File: config.mk
export PLATFORM = sky130hd
export DESIGN_NAME = seq_multiplier
export DESIGN_NICKNAME = d
export VERILOG_FILES = /design/src/rtl/seq_multiplier.sv
export SDC_FILE = /design/constraint.sdc
export NUM_CORES = 1
export LEC_CHECK = 0
export ABC_AREA = 1
export BUFFER_PORTS_ARGS = -buffer_cell sky130_fd_sc_hd__buf_2
export CAP_MARGIN = 25
export CORE_MARGIN = 4
export CORE_UTILIZATION = 38
export DETAILED_ROUTE_END_ITERATION = 12
export PLACE_DENSITY = 0.57
export SLEW_MARGIN = 25
export SYNTH_ARGS = -nofsm -noshare
export SYNTH_HDL_FRONTEND = slang
export SYNTH_SLANG_ARGS = --single-unit
File: constraint.sdc
create_clock -name clk -period 5 [get_ports clk]
set_clock_uncertainty 0.15 [all_clocks]
set_input_delay 0.25 -clock clk [delete_from_list [all_inputs] [get_ports clk]]
set_output_delay 0.25 -clock clk [all_outputs]
set_load 0.02 [all_outputs]
File: src/rtl/seq_multiplier.sv
`default_nettype none
// +----------------------------------------------------------------------------+
// | Module   : seq_multiplier                                                  |
// | Purpose  : Sequential shift-add multiplier, one multiplier bit per clock.  |
// |            Start/done handshake, runtime signed/unsigned operand mode.     |
// | Ports    : clk, rst          - clock, synchronous active-high reset        |
// |            start             - request a multiply (honoured in IDLE/DONE)  |
// |            a, b, signed_mode - operands and mode, sampled on accept edge   |
// |            busy              - high while the multiply is running          |
// |            done              - one-cycle pulse, p holds a new result       |
// |            p                 - 2*WIDTH-bit product, held until next result |
// | Revision : 1.0 - initial release                                           |
// +----------------------------------------------------------------------------+
module seq_multiplier #(
  parameter int WIDTH = 4
) (
  input  logic                 clk,
  input  logic                 rst,
  input  logic                 start,
  input  logic [WIDTH-1:0]     a,
  input  logic [WIDTH-1:0]     b,
  input  logic                 signed_mode,
  output logic                 busy,
  output logic                 done,
  output logic [2*WIDTH-1:0]   p
);

  localparam int                PW       = 2 * WIDTH;
  localparam int                CNT_W    = $clog2(WIDTH);
  localparam logic [CNT_W-1:0]  LAST_CNT = CNT_W'(WIDTH - 1);

  typedef enum logic [1:0] {
    ST_IDLE = 2'd0,
    ST_RUN  = 2'd1,
    ST_DONE = 2'd2
  } state_t;

  state_t             state_q,  state_d;
  logic [WIDTH-1:0]   mag_a_q,  mag_a_d;
  logic [WIDTH-1:0]   mag_b_q,  mag_b_d;
  logic               neg_q,    neg_d;
  logic [PW-1:0]      acc_q,    acc_d;
  logic [CNT_W-1:0]   cnt_q,    cnt_d;
  logic [PW-1:0]      p_q,      p_d;
  logic               busy_q,   busy_d;
  logic               done_q,   done_d;

  logic               w_accept;
  logic [WIDTH-1:0]   w_mag_a;
  logic [WIDTH-1:0]   w_mag_b;
  logic [PW-1:0]      w_addend;
  logic [PW-1:0]      w_acc_sum;

  // Magnitudes fit in WIDTH unsigned bits: |-2^(W-1)| = 2^(W-1) is
  // representable, so the most-negative operand needs no extra bit.
  always_comb begin
    w_mag_a = a;
    w_mag_b = b;
    if (signed_mode && a[WIDTH-1]) begin
      w_mag_a = (~a) + WIDTH'(1);
    end
    if (signed_mode && b[WIDTH-1]) begin
      w_mag_b = (~b) + WIDTH'(1);
    end
  end

  // Partial product for this step: mag_a aligned to the bit being consumed.
  // The accumulator spans 2*WIDTH bits, so the sum can never overflow.
  always_comb begin
    w_addend  = {{WIDTH{1'b0}}, mag_a_q} << cnt_q;
    w_acc_sum = acc_q + (mag_b_q[0] ? w_addend : '0);
  end

  assign w_accept = start && (state_q != ST_RUN);

  always_comb begin
    state_d = state_q;
    mag_a_d = mag_a_q;
    mag_b_d = mag_b_q;
    neg_d   = neg_q;
    acc_d   = acc_q;
    cnt_d   = cnt_q;
    p_d     = p_q;
    busy_d  = busy_q;
    done_d  = done_q;

    case (state_q)
      ST_IDLE, ST_DONE: begin
        state_d = ST_IDLE;
        busy_d  = 1'b0;
        done_d  = 1'b0;
        if (w_accept) begin
          state_d = ST_RUN;
          busy_d  = 1'b1;
          mag_a_d = w_mag_a;
          mag_b_d = w_mag_b;
          neg_d   = signed_mode & (a[WIDTH-1] ^ b[WIDTH-1]);
          acc_d   = '0;
          cnt_d   = '0;
        end
      end

      ST_RUN: begin
        // start and operand inputs are deliberately ignored here.
        acc_d   = w_acc_sum;
        mag_b_d = mag_b_q >> 1;
        cnt_d   = cnt_q + CNT_W'(1);
        if (cnt_q == LAST_CNT) begin
          state_d = ST_DONE;
          busy_d  = 1'b0;
          done_d  = 1'b1;
          cnt_d   = '0;
          // Negating zero gives zero, so a signed zero result stays 0.
          p_d     = neg_q ? ((~w_acc_sum) + PW'(1)) : w_acc_sum;
        end
      end

      default: begin
        state_d = ST_IDLE;
        busy_d  = 1'b0;
        done_d  = 1'b0;
      end
    endcase
  end

  always_ff @(posedge clk) begin
    if (rst) begin
      state_q <= ST_IDLE;
      mag_a_q <= '0;
      mag_b_q <= '0;
      neg_q   <= 1'b0;
      acc_q   <= '0;
      cnt_q   <= '0;
      p_q     <= '0;
      busy_q  <= 1'b0;
      done_q  <= 1'b0;
    end else begin
      state_q <= state_d;
      mag_a_q <= mag_a_d;
      mag_b_q <= mag_b_d;
      neg_q   <= neg_d;
      acc_q   <= acc_d;
      cnt_q   <= cnt_d;
      p_q     <= p_d;
      busy_q  <= busy_d;
      done_q  <= done_d;
    end
  end

  assign busy = busy_q;
  assign done = done_q;
  assign p    = p_q;

endmodule
`default_nettype wire

## Yosys cells after proc, flatten, opt, wreduce, memory -nomap -nowiden

Index checks and enable logic that the tools add are counted.

| cells by class | value |
|---|---|
| $add $sub $neg | 5 |
| multipliers | 0 |
| div/mod/pow operators | 0 |
| $lt $le $gt $ge | 0 |
| eq/ne operators | 6 |
| shifts and indexed selects | 1 |
| muxes and demuxes | 17 |
| bitwise logic cells | 6 |
| reduce and logical (&&, ||, !) cells | 10 |

Operators with widths:

| operator | count |
|---|---|
| $mux W8 | 3 |
| $pmux W8 S2 | 1 |
| $mux W4 | 3 |
| $add A4 B1 Y4 const B | 2 |
| $add A8 B1 Y8 const B | 1 |
| $add A8 B8 Y8 | 1 |
| $not A4 Y4 | 2 |
| $not A8 Y8 | 1 |
| $pmux W2 S2 | 2 |
| $pmux W4 S2 | 1 |
| $shl A4 B2 Y8 | 1 |
| $mux W2 | 3 |
| $reduce_and A2 Y1 | 3 |
| $eq A2 B2 Y1 const B | 2 |
| $ne A2 B2 Y1 const B | 2 |
| $reduce_or A2 Y1 | 2 |
| $logic_and A1 B1 Y1 | 3 |
| $mux W1 | 3 |
| $add A2 B1 Y2 const B | 1 |
| $eq A2 B1 Y1 const B | 1 |
| $logic_not A2 Y1 | 1 |
| $ne A2 B1 Y1 const B | 1 |
| $pmux W1 S2 | 1 |
| $reduce_bool A2 Y1 | 1 |
| 3 further kinds | 3 |

| storage, ports and cells | value |
|---|---|
| bits in registers | 31 |
| bits in latches | 0 |
| RAM bits | 0 |
| memory bits (read-only) | 0 |
| input port bits | 12 |
| output and inout bits | 10 |
| logic and storage cells | 54 |
| memories | 0 |

## Logic depth before layout (Yosys ltp)

Gate-level depths: netlist (run 1).

| logic depth | value |
|---|---|
| word-level depth | 6 |
| gate-level depth with buffers | 17 |
| gate-level depth less buffers | 16 |

## Worst setup path after synthesis (run 1)

No wires, ideal clock.

| timing | value |
|---|---|
| kind | reg-to-reg |
| from | reg cnt_q[0] |
| to | reg p_q[7] (netlist: p[7]) |
| library setup time | 0.113 ns |
| arrival | 2.090 ns |
| data required time | 4.737 ns |
| setup slack | 2.646 ns |
| cell stages (with the launch flop) | 17 |
| clock period less this slack | 2.354 ns |
| cells stage by stage | dfxtp_1 > clkbuf_1 > inv_1 > nand2_1 > nor2_1 > ha_1 > fa_1 > inv_1 > nand2_1 > nor2_2 > nand3_2 > nor2_4 > nand3_2 > nand2_1 > nand2_1 > nand3_1 > nand2_1 |

| between the ends | value |
|---|---|
| cells in the longest elaborated chain, start to end | 6 |
| elaborated cells between the ends (all ways) | 8 |
| those cells by class | 2 x add/sub; 1 x eq/ne; 1 x shift; 2 x mux; 1 x bitwise; 1 x reduce/logical |

Ends and longest elaborated chain:

| item | line | text |
|---|---|---|
| from (decl) | 43 | `logic [CNT_W-1:0] cnt_q, cnt_d;` |
| from (signal assigned) | 143 | `cnt_q <= cnt_d;` |
| $shl A4 B2 Y8 | 70 | `w_addend = {{WIDTH{1'b0}}, mag_a_q} << cnt_q;` |
| $mux W8 | 71 | `w_acc_sum = acc_q + (mag_b_q[0] ? w_addend : '0);` |
| $add A8 B8 Y8 | 71 |  |
| $not A8 Y8 | 114 | `p_d = neg_q ? ((~w_acc_sum) + PW'(1)) : w_acc_sum;` |
| $add A8 B1 Y8 | 114 |  |
| $mux W8 | 114 |  |
| to (signal assigned) | 144 | `p_q <= p_d;` |
| to (decl) | 44 | `logic [PW-1:0] p_q, p_d;` |

Parallel ways exist; a longest one is shown, timed or not.
A chain may end at the register's enable or synchronous reset.

## Worst setup path in the final report (run 1)

Ends and elaborated chain as after synthesis.

==> flow_summary.toml, run 1 <==
[timing]
finalSetupViolations = 0
finalCritPeriodShare = 0.494
tightest_slew_ns = 0.471
slew_headroom = 0.686
holdWs_ns = 0.0865
fin_tns_setup_ns = 0
rsz0062_at_grt = "no"
min_period_ns = 2.47
fmax_ghz = 0.405
hold_violations = 0
slew_viol_final = 0

[final_layout]
area_growth_syn_to_layout_pct = 12.7
fillCellCount = 549
drive_gt1_frac = 0.199
postLayoutCoreUtil = 0.444
multiInputGateArea_um2 = 1090
final_cells = 348
nets = 306
diodes = 0
regArea_um2 = 621
final_common_cell = "nand2_1"
layout_common_cells = "nand2_1, dfxtp_1, inv_1"
fin_area_um2 = 2110

[hold_path]
hold_class = "in2reg"
min_path_cells = 3

[detailed_routing]
num_vias = 1644
routedWlPerCell_um = 11.3
ant_nets = 0
drtPass1Iterations = 4
vias_per_cell = 4.72
drt_wl_total_mm = 3.95
drt_iter0_drc = 49
drc_errors = 0

[place]
dpl_cell_area_um2 = 2040
dp_cells = 342
io_buffers = 21
gp_congestion = 0.810
hpwlAfterDp_mm = 3.19

[synthesis]
avgSynthCellArea_um2 = 7.24
synth_xor_xnor_area_share = 0.0187
synth.area.mux_share = 0.0160
yosys.area_share.simple = 0.334
synth_compound_area_frac = 0.131
syn_area_um2 = 1880
ys_seq_elements = 31
ys_warn_count = 0
synth.distinct_cells = 33
seq_area_frac_synth = 0.331
synth_top_family_by_area = "simple AND/OR/NAND/NOR gates"
syn_nets = 283
synth_cells = 259
synthAdderAreaFrac = 0.0841

[clocking]
cts_root_buf = "clkbuf_8"
cts_resized = 0
insertion_delay_ns = 0.28
cts_sinks = 31
h-tree-depth = 2
postCtsSetupBuffers = 0
clkTransAtPathRegs_ns = 0.06
cts_buffers = 5
cts_hold_buf = 0
cts_buffer_depth = 2
cts_tree = "done"

[grt]
grt_max_degree = 15
antenna_found_initial = 0
grt_pass1_vias = 1577
track_usage = 0.147
grt-ovfl-total = 0
grt_pass1_wl_mm = 7.16

[critical_path]
cpMostUsedCell = "nand2_1"
cp.required_ns = 5.02
regToRegEndpoint = "p[7]"
cp-startpoint = "cnt_q[0]"
path_buf_inv = 2
critPathTopFamily = "simple AND/OR/NAND/NOR gates"
crit_end = "p[7]"
cp_cell_sequence = "inv_1 > nand2_1 > nor2_1 > ha_1 > fa_1 > inv_1 > nand2_1 > nor2_2 > nand3_2 > nor2_4 > nand3_2 > nand2_1 > nand2_1 > nand3_1 > nand2_1"
regToRegSetupSlack_ns = 2.53
reg2reg_depth = 15
critPathSlowestCell = "dfxtp_1"
cp-start-kind = "register"
cp_num_cells = 15
critical_path_class = "reg2reg"
regToRegStartpoint = "cnt_q[0]"
worstPathArrival_ns = 2.49
max_stage_delay_ns = 0.49
critPathMaxFanout = 8
end_kind = "register"

[floorplanning]
die_width_um = 78.3
boundaryPins = 22
die_height_um = 78.3
core-area_um2 = 4750
initial_core_util = 0.394
die_area_um2 = 6120
num_rows = 25

[pwr]
p_leak_nw = 1.04
ir_drop_mv = 0.128
cellPowerDensity_nw_per_um2 = 241

[status]
status = "complete, no violations"

[job]
max_cap_violations = 0
cell type report:
cell class              count  share of cell area
inverters                  36              0.0645
repair buffers             21              0.0497
flip-flops and latches     31               0.294
clock buffers               6              0.0343
multi-input cells         187               0.518
well taps                  67              0.0397
Yosys cell counts:
cell type	n	area share
mux2i_1	3	0.016
o21ai_0	16	0.043
nand2_1	61	0.12
nand2_4	3	0.018
a21oi_1	14	0.037
o31ai_1	2	0.0080
or2_4	1	0.0047
xor2_1	1	0.0047
nand3b_1	1	0.0040
clkinv_1	2	0.0040
inv_1	30	0.060
and2_4	1	0.0047
nor2_8	1	0.011
clkbuf_1	1	0.0020
dfxtp_1	31	0.33
nand4_1	1	0.0033
inv_2	3	0.0060
ha_1	11	0.073
nor2_2	2	0.0067
nand3_2	7	0.037
o21ai_1	4	0.011
o22ai_1	3	0.010
nand2_2	9	0.030
nor2_4	2	0.012
a31oi_1	1	0.0033
nor2_1	19	0.038
a22o_1	2	0.0093
fa_1	1	0.011
clkinv_2	1	0.0027
a221oi_1	2	0.0093
buf_2	4	0.011
xnor2_1	3	0.014
nand3_1	16	0.043
state kept, by name (all words and copies together), names as in the netlist, 2 cells and up:
name     cells
mag_a_q      4
mag_b_q      4
acc_q        8
state_q      2
p            8
cnt_q        2
worst min-delay path by stage:
stage | to | start
finish | mag_a_q[3] | a[3]
global route | mag_a_q[3] | a[3]
floorplan | mag_a_q[3] | a[3]
detailed placement | p[7] | p[7]
global placement | p[4] | p[4]
CTS | mag_a_q[3] | a[3]
worst min-delay path: stages:
cell	delay, ns
buf_2	0.11
nand2_1	0.06
a21oi_1	0.05
logic make-up after synthesis:
logic type                 count (synthesis)
AOI/OAI and AO/OA                         44
muxes                                      3
DFF                                       31
adders and majority gates                 12
buffers and inverters                     41
and+or+nand+nor                          124
xor gates and xnor gates                   4
per-layer routing:
metal  routed length (µm)  GRT usage  vias to the layer above
li1                     -          -                      889
met5                    0          0                        -
met2                 1720      0.213                       29
met1                 1950      0.201                      716
met3                  171     0.0401                       10
met4                  108     0.0717                        0
power breakdown:
group / leakage, nW / internal [mW] / switching, mW
Sequential: 0.252 / 0.256 / 0.00800
Clock: 0.0371 / 0.0925 / 0.0832
Combinational: 0.752 / 0.0255 / 0.0453
metrics by stage:
step	setup WS [ns]	total power [mW]
2_1_floorplan	2.65	0.322
3_3_place_gp	2.57	0.340
3_5_place_dp	2.53	0.340
4_1_cts	2.51	0.519
5_1_grt	2.26	0.541
6_report	2.53	0.510
No activity file was read; power rests on OpenSTA's default activity.
==> run 2: changes to the inputs <==
Settings changed: ABC_AREA 1 to 0, PLACE_DENSITY 0.57 to 0.59.
Clock period 5 ns to 2.1 ns, I/O delays scaled along.
==> run 2 against run 1 <==
Highest routed layer unchanged. The run now ends with setup timing left. Combinational power rose to 3.1 times the previous value. Critical endpoint unchanged. Sequential share of layout area down 6.5 points. Maximum frequency down 8.0%.
==> flow_summary.toml, run 2 <==
[status]
status = "finished, violations left"
violations = "setup timing"

[critical_path]
cp-start-kind = "register"
end_kind = "register"
reg2reg_depth = 8
critPathMaxFanout = 4
path_buf_inv = 0
regToRegStartpoint = "cnt_q[0]"
worstPathArrival_ns = 2.70
max_stage_delay_ns = 0.45
critPathTopFamily = "simple AND/OR/NAND/NOR gates"
regToRegSetupSlack_ns = -0.59
cp.required_ns = 2.11
critical_path_class = "reg2reg"
critPathSlowestCell = "fa_2"
regToRegEndpoint = "p[7]"
cp_cell_sequence = "nor4bb_2 > ha_2 > fa_2 > or3_4 > nand4b_1 > o41ai_2 > xor2_1 > o21ai_1"

[floorplanning]
core-area_um2 = 4470
die_height_um = 76.7
boundaryPins = 22
initial_core_util = 0.401
die_area_um2 = 5890
num_rows = 24
die_width_um = 76.7

[place]
place_ws_ns = -0.630
dpl_cell_area_um2 = 2300
hpwlAfterDp_mm = 3.34
dp_cells = 313
io_buffers = 21
gp_congestion = 0.819

[final_layout]
final_cells = 337
area_growth_syn_to_layout_pct = 53.9
diodes = 0
fin_area_um2 = 2760
final_common_cell = "buf_4"
layout_common_cells = "buf_4, dfxtp_1, nand2_1"
fillCellCount = 376
drive_gt1_frac = 0.425
postLayoutCoreUtil = 0.617
nets = 308

[detailed_routing]
drc_errors = 0
vias_per_cell = 5.25
routedWlPerCell_um = 14.2
num_vias = 1770
drt_iter0_drc = 29
ant_nets = 0
drt_wl_total_mm = 4.78
drtPass1Iterations = 4

[synthesis]
synth_area_leader_cell = "dfxtp_1"
seq_area_frac_synth = 0.346
synth_most_common_cell = "dfxtp_1"
synth_compound_area_frac = 0.240
yosys.area_share.simple = 0.193
synth_top_area_frac = 0.346
synth-edff-count = 0
ys_seq_elements = 31
syn_nets = 230
ys_warn_count = 0
syn_area_um2 = 1790
synth_top_family_by_area = "compound AO/OA/AOI/OAI gates"
synth.area.mux_share = 0.0286
async_reset_ff_frac = 0
synthAdderAreaFrac = 0.0879
synth_ff_type = "dfxtp_1"
netlist_top_cells_count = "dfxtp_1, nand2_1, nor2_1, a21oi_1, ha_1"
synth_cells = 206
synth.distinct_cells = 47
synth_xor_xnor_area_share = 0.0732
avgSynthCellArea_um2 = 8.71
ys_top_cells_by_area = "dfxtp_1, ha_1, nand2_1, xor2_1, a21oi_1"

[timing]
finalCritPeriodShare = 1.28
holdWs_ns = 0.0230
fin_tns_setup_ns = -4.23
finalSetupViolations = 12
fin_ws_ns = -0.585
min_period_ns = 2.69
slew_viol_final = 0
slew_headroom = 0.647
tightest_slew_ns = 0.529
rsz0062_at_grt = "yes"
fmax_ghz = 0.372
hold_violations = 0

[clocking]
cts_sinks = 31
cts_root_buf = "clkbuf_8"
clkTransAtPathRegs_ns = 0.07
cts_tree = "done"
insertion_delay_ns = 0.29
cts_buffers = 5
h-tree-depth = 2
cts_buffer_depth = 2

[job]
max_cap_violations = 0

[hold_path]
hold_class = "in2reg"
whs_endpoint = "cnt_q[0]"
min_path_cells = 2
min-delay-start = "rst"

[pwr]
cellPowerDensity_nw_per_um2 = 530
ir_drop_mv = 0.355
p_total_mw = 1.46
p_leak_nw = 1.21

[grt]
grt_pass1_vias = 1826
antenna_found_initial = 0
track_usage = 0.172
grt_max_degree = 16
grt_pass1_wl_mm = 8.28
grt-ovfl-total = 0
## run 2: cell types whose count changed in the layout (fill, tap and decap cells not counted), moves of 8 or more
cell,before,now
buf_4,0,39
dlygate4sd3_1,0,9
buf_6,0,8
o21ai_0,16,1
nand3_1,16,7
inv_1,30,8
nand2_1,61,25
## run 2: cell type report
| class | count | area [µm²] | area share |
|---|---|---|---|
| inverter | 9 | 36.3 | 0.0131 |
| multi-input combinational | 160 | 1330 | 0.483 |
| clock inverter | 2 | 35.0 | 0.0127 |
| sequential | 31 | 631 | 0.228 |
| tap | 52 | 65.1 | 0.0236 |
| clock buffer | 6 | 82.6 | 0.0299 |
| timing repair buffer | 77 | 578 | 0.209 |
## run 2: cell families (layout without fill, tap and decap cells)
group	after synthesis	in the layout
AO/OA/AOI/OAI	59	59
XOR/XNOR	12	12
adder cells (fa/ha/maj)	12	12
buffers and inverters	15	94
flip-flops	31	31
multiplexers	5	5
AND/OR/NAND/NOR	72	72
## run 2: worst reg2reg max path, cell delays in order (launching register included)
cell and delay, ns:
dfxtp_4 0.36, nor4bb_2 0.30, ha_2 0.24, fa_2 0.45
or3_4 0.37, nand4b_1 0.19, o41ai_2 0.25, xor2_1 0.18
o21ai_1 0.07
## run 2: worst max-delay path by stage
stage	start	endpoint	slack [ns]	cells past startpoint
global route	mag_a_q[0]	p[7]	-0.68	8
global placement	cnt_q[0]	p[7]	-0.59	10
detailed placement	mag_a_q[0]	p[6]	-0.63	10
CTS	cnt_q[0]	p[7]	-0.59	8
finish	cnt_q[0]	p[7]	-0.59	8
floorplan	cnt_q[0]	p[7]	-0.61	9
## run 2: power breakdown
part | switching (mW) | internal, mW
clock network | 0.236 | 0.384
logic | 0.108 | 0.112
registers | 0.0182 | 0.605
total | 0.361 | 1.10
## run 2: timing repair
action	CTS	global route
pin swaps	21	7
resized for setup	38	9
cloned	0	0
setup endpoints to repair	12	13
hold buffers	9	0
buffers inserted	9	0
endpoints found under the hold margin	8	0
## run 2: metal layers
| metal | routed length [µm] | track usage | up-vias |
|---|---|---|---|
| met4 | 76 | 0.0616 | 0 |
| met1 | 2090 | 0.198 | 839 |
| met2 | 2470 | 0.305 | 27 |
| met3 | 147 | 0.0457 | 8 |
| li1 | - | - | 896 |
| met5 | 0 | 0 | - |
==> run 3: changes to the inputs <==
Settings changed: PLACE_DENSITY 0.59 to 0.57.
Clock period 2.1 ns to 2.65 ns, I/O delays scaled along.
==> run 3 against run 2 <==
Sequential power is 21% lower. First-iteration DRC count is 31% higher. Utilization is 7.0 points lower. Critical path depth stayed put. Maximum frequency is 1.6% higher. Die area stayed put. Cell area is 11% lower. Global-route usage is 1.8 points lower. The run now ends clean. Cell count is 6.2% lower. Flip-flop and latch count stayed put. Clock power is 21% lower.
==> flow_summary.toml, run 3 (same netlist as run 2, synthesis figures left out) <==
[floorplanning]
die_height_um = 76.7
boundaryPins = 22
initial_core_util = 0.401
die_area_um2 = 5890
core-area_um2 = 4470
die_width_um = 76.7
num_rows = 24

[detailed_routing]
routedWlPerCell_um = 13.4
drt_wl_total_mm = 4.25
drt_iter0_drc = 38
vias_per_cell = 5.17
ant_nets = 0
drtPass1Iterations = 4
drc_errors = 0
num_vias = 1635

[final_layout]
postLayoutCoreUtil = 0.548
final_cells = 316
layout_common_cells = "buf_4, dfxtp_1, nand2_1"
fillCellCount = 422
area_growth_syn_to_layout_pct = 36.5
fin_area_um2 = 2450
drive_gt1_frac = 0.345
diodes = 0
nets = 287
final_common_cell = "buf_4"

[place]
dpl_cell_area_um2 = 2190
hpwlAfterDp_mm = 3.19
gp_congestion = 0.819
dp_cells = 304
io_buffers = 21

[grt]
grt_max_degree = 16
grt-ovfl-total = 0
track_usage = 0.154
grt_busiest_layer = "met2"
use_met1 = 0.180
grtUsageMet3 = 0.0363
antenna_found_initial = 0
grt_pass1_vias = 1640
grt_pass1_wl_mm = 7.27
met2_usage = 0.262

[clocking]
insertion_delay_ns = 0.29
cts_buffer_depth = 2
cts_root_buf = "clkbuf_8"
clkTransAtPathRegs_ns = 0.07
cts_buffers = 5
cts_sinks = 31
h-tree-depth = 2
cts_tree = "done"

[timing]
slew_viol_final = 0
fin_tns_setup_ns = 0
fmax_ghz = 0.378
hold_violations = 0
slew_headroom = 0.556
finalCritPeriodShare = 0.998
rsz0062_at_grt = "yes"
tightest_slew_ns = 0.663
min_period_ns = 2.64
finalSetupViolations = 0

[pwr]
ir_drop_mv = 0.322
combPwrFrac = 0.132
switching_share = 0.245
internal_power_mw = 0.856
p_clk_frac = 0.433
power_frac_seq = 0.436
cellPowerDensity_nw_per_um2 = 463
p_leak_nw = 1.09
p_sw_mw = 0.278

[critical_path]
end_kind = "register"
reg2reg_depth = 8
regToRegSetupSlack_ns = 0.006
critPathMaxFanout = 4
worstPathArrival_ns = 2.66
cp-start-kind = "register"
cp.required_ns = 2.67
critical_path_class = "reg2reg"

[hold_path]
min_path_cells = 3
hold_class = "in2reg"

[status]
status = "complete, no violations"

[job]
max_cap_violations = 0
-- run 3: cell count changes in the layout (fill, tap and decap cells not counted), sizes merged --
| cell | change |
|---|---|
| dlygate4sd3 | -7 |
| buf | -14 |
-- run 3: final timing paths --
kind	from	endpoint
max reg2reg	cnt_q[0]	p[7]
max	cnt_q[0]	p[7]
min reg2reg	p[3]	p[3]
min	a[3]	mag_a_q[3]
-- run 3: critical path, cell delays in order, from the launching register on --
cell	delay [ns]
dfxtp_2	0.36
nor4bb_4	0.28
ha_2	0.23
fa_2	0.44
or3_4	0.38
nand4b_1	0.20
o41ai_2	0.25
xor2_1	0.17
o21ai_1	0.07
-- run 3: layout make-up --
cell class | count | area (µm²) | area share
sequential | 31 | 627 | 0.256
multi-input combinational | 160 | 1230 | 0.504
clock inverter | 2 | 35.0 | 0.0143
clock buffer | 6 | 82.6 | 0.0337
timing repair buffer | 56 | 373 | 0.152
tap | 52 | 65.1 | 0.0266
inverter | 9 | 33.8 | 0.0138
-- run 3: through the flow --
stage | hold slack [ns] | setup WS (ns) | power [mW]
after floorplan | 0.0546 | -0.0570 | 0.581
after global routing | 0.0231 | -0.139 | 1.18
final | 0.00993 | 0.00633 | 1.13
after detailed placement | 0.256 | -0.197 | 0.641
after global placement | 0.255 | -0.160 | 0.640
after CTS | 0.000998 | -0.00596 | 1.14
-- run 3: layer usage --
metal / share of wire / wire length (µm)
met2: 0.48 / 2020
met5: 0 / 0
met3: 0.036 / 153
met1: 0.47 / 1980
met4: 0.023 / 97
-- run 3: timing repair --
item,CTS,global route
hold buffers,2,0
buffers inserted,1,1
setup endpoints to repair,6,6
pin swaps,1,3
gates resized for setup,15,7
hold endpoints to repair,2,0
-- run 3: power by group through the flow --
stage / Clock (mW) / Sequential (mW) / Combinational, mW
detailed placement: 0 / 0.503 / 0.138
global route: 0.516 / 0.496 / 0.166
global placement: 0 / 0.503 / 0.137
CTS: 0.496 / 0.494 / 0.147
floorplan: 0 / 0.501 / 0.0802
finish: 0.491 / 0.494 / 0.149
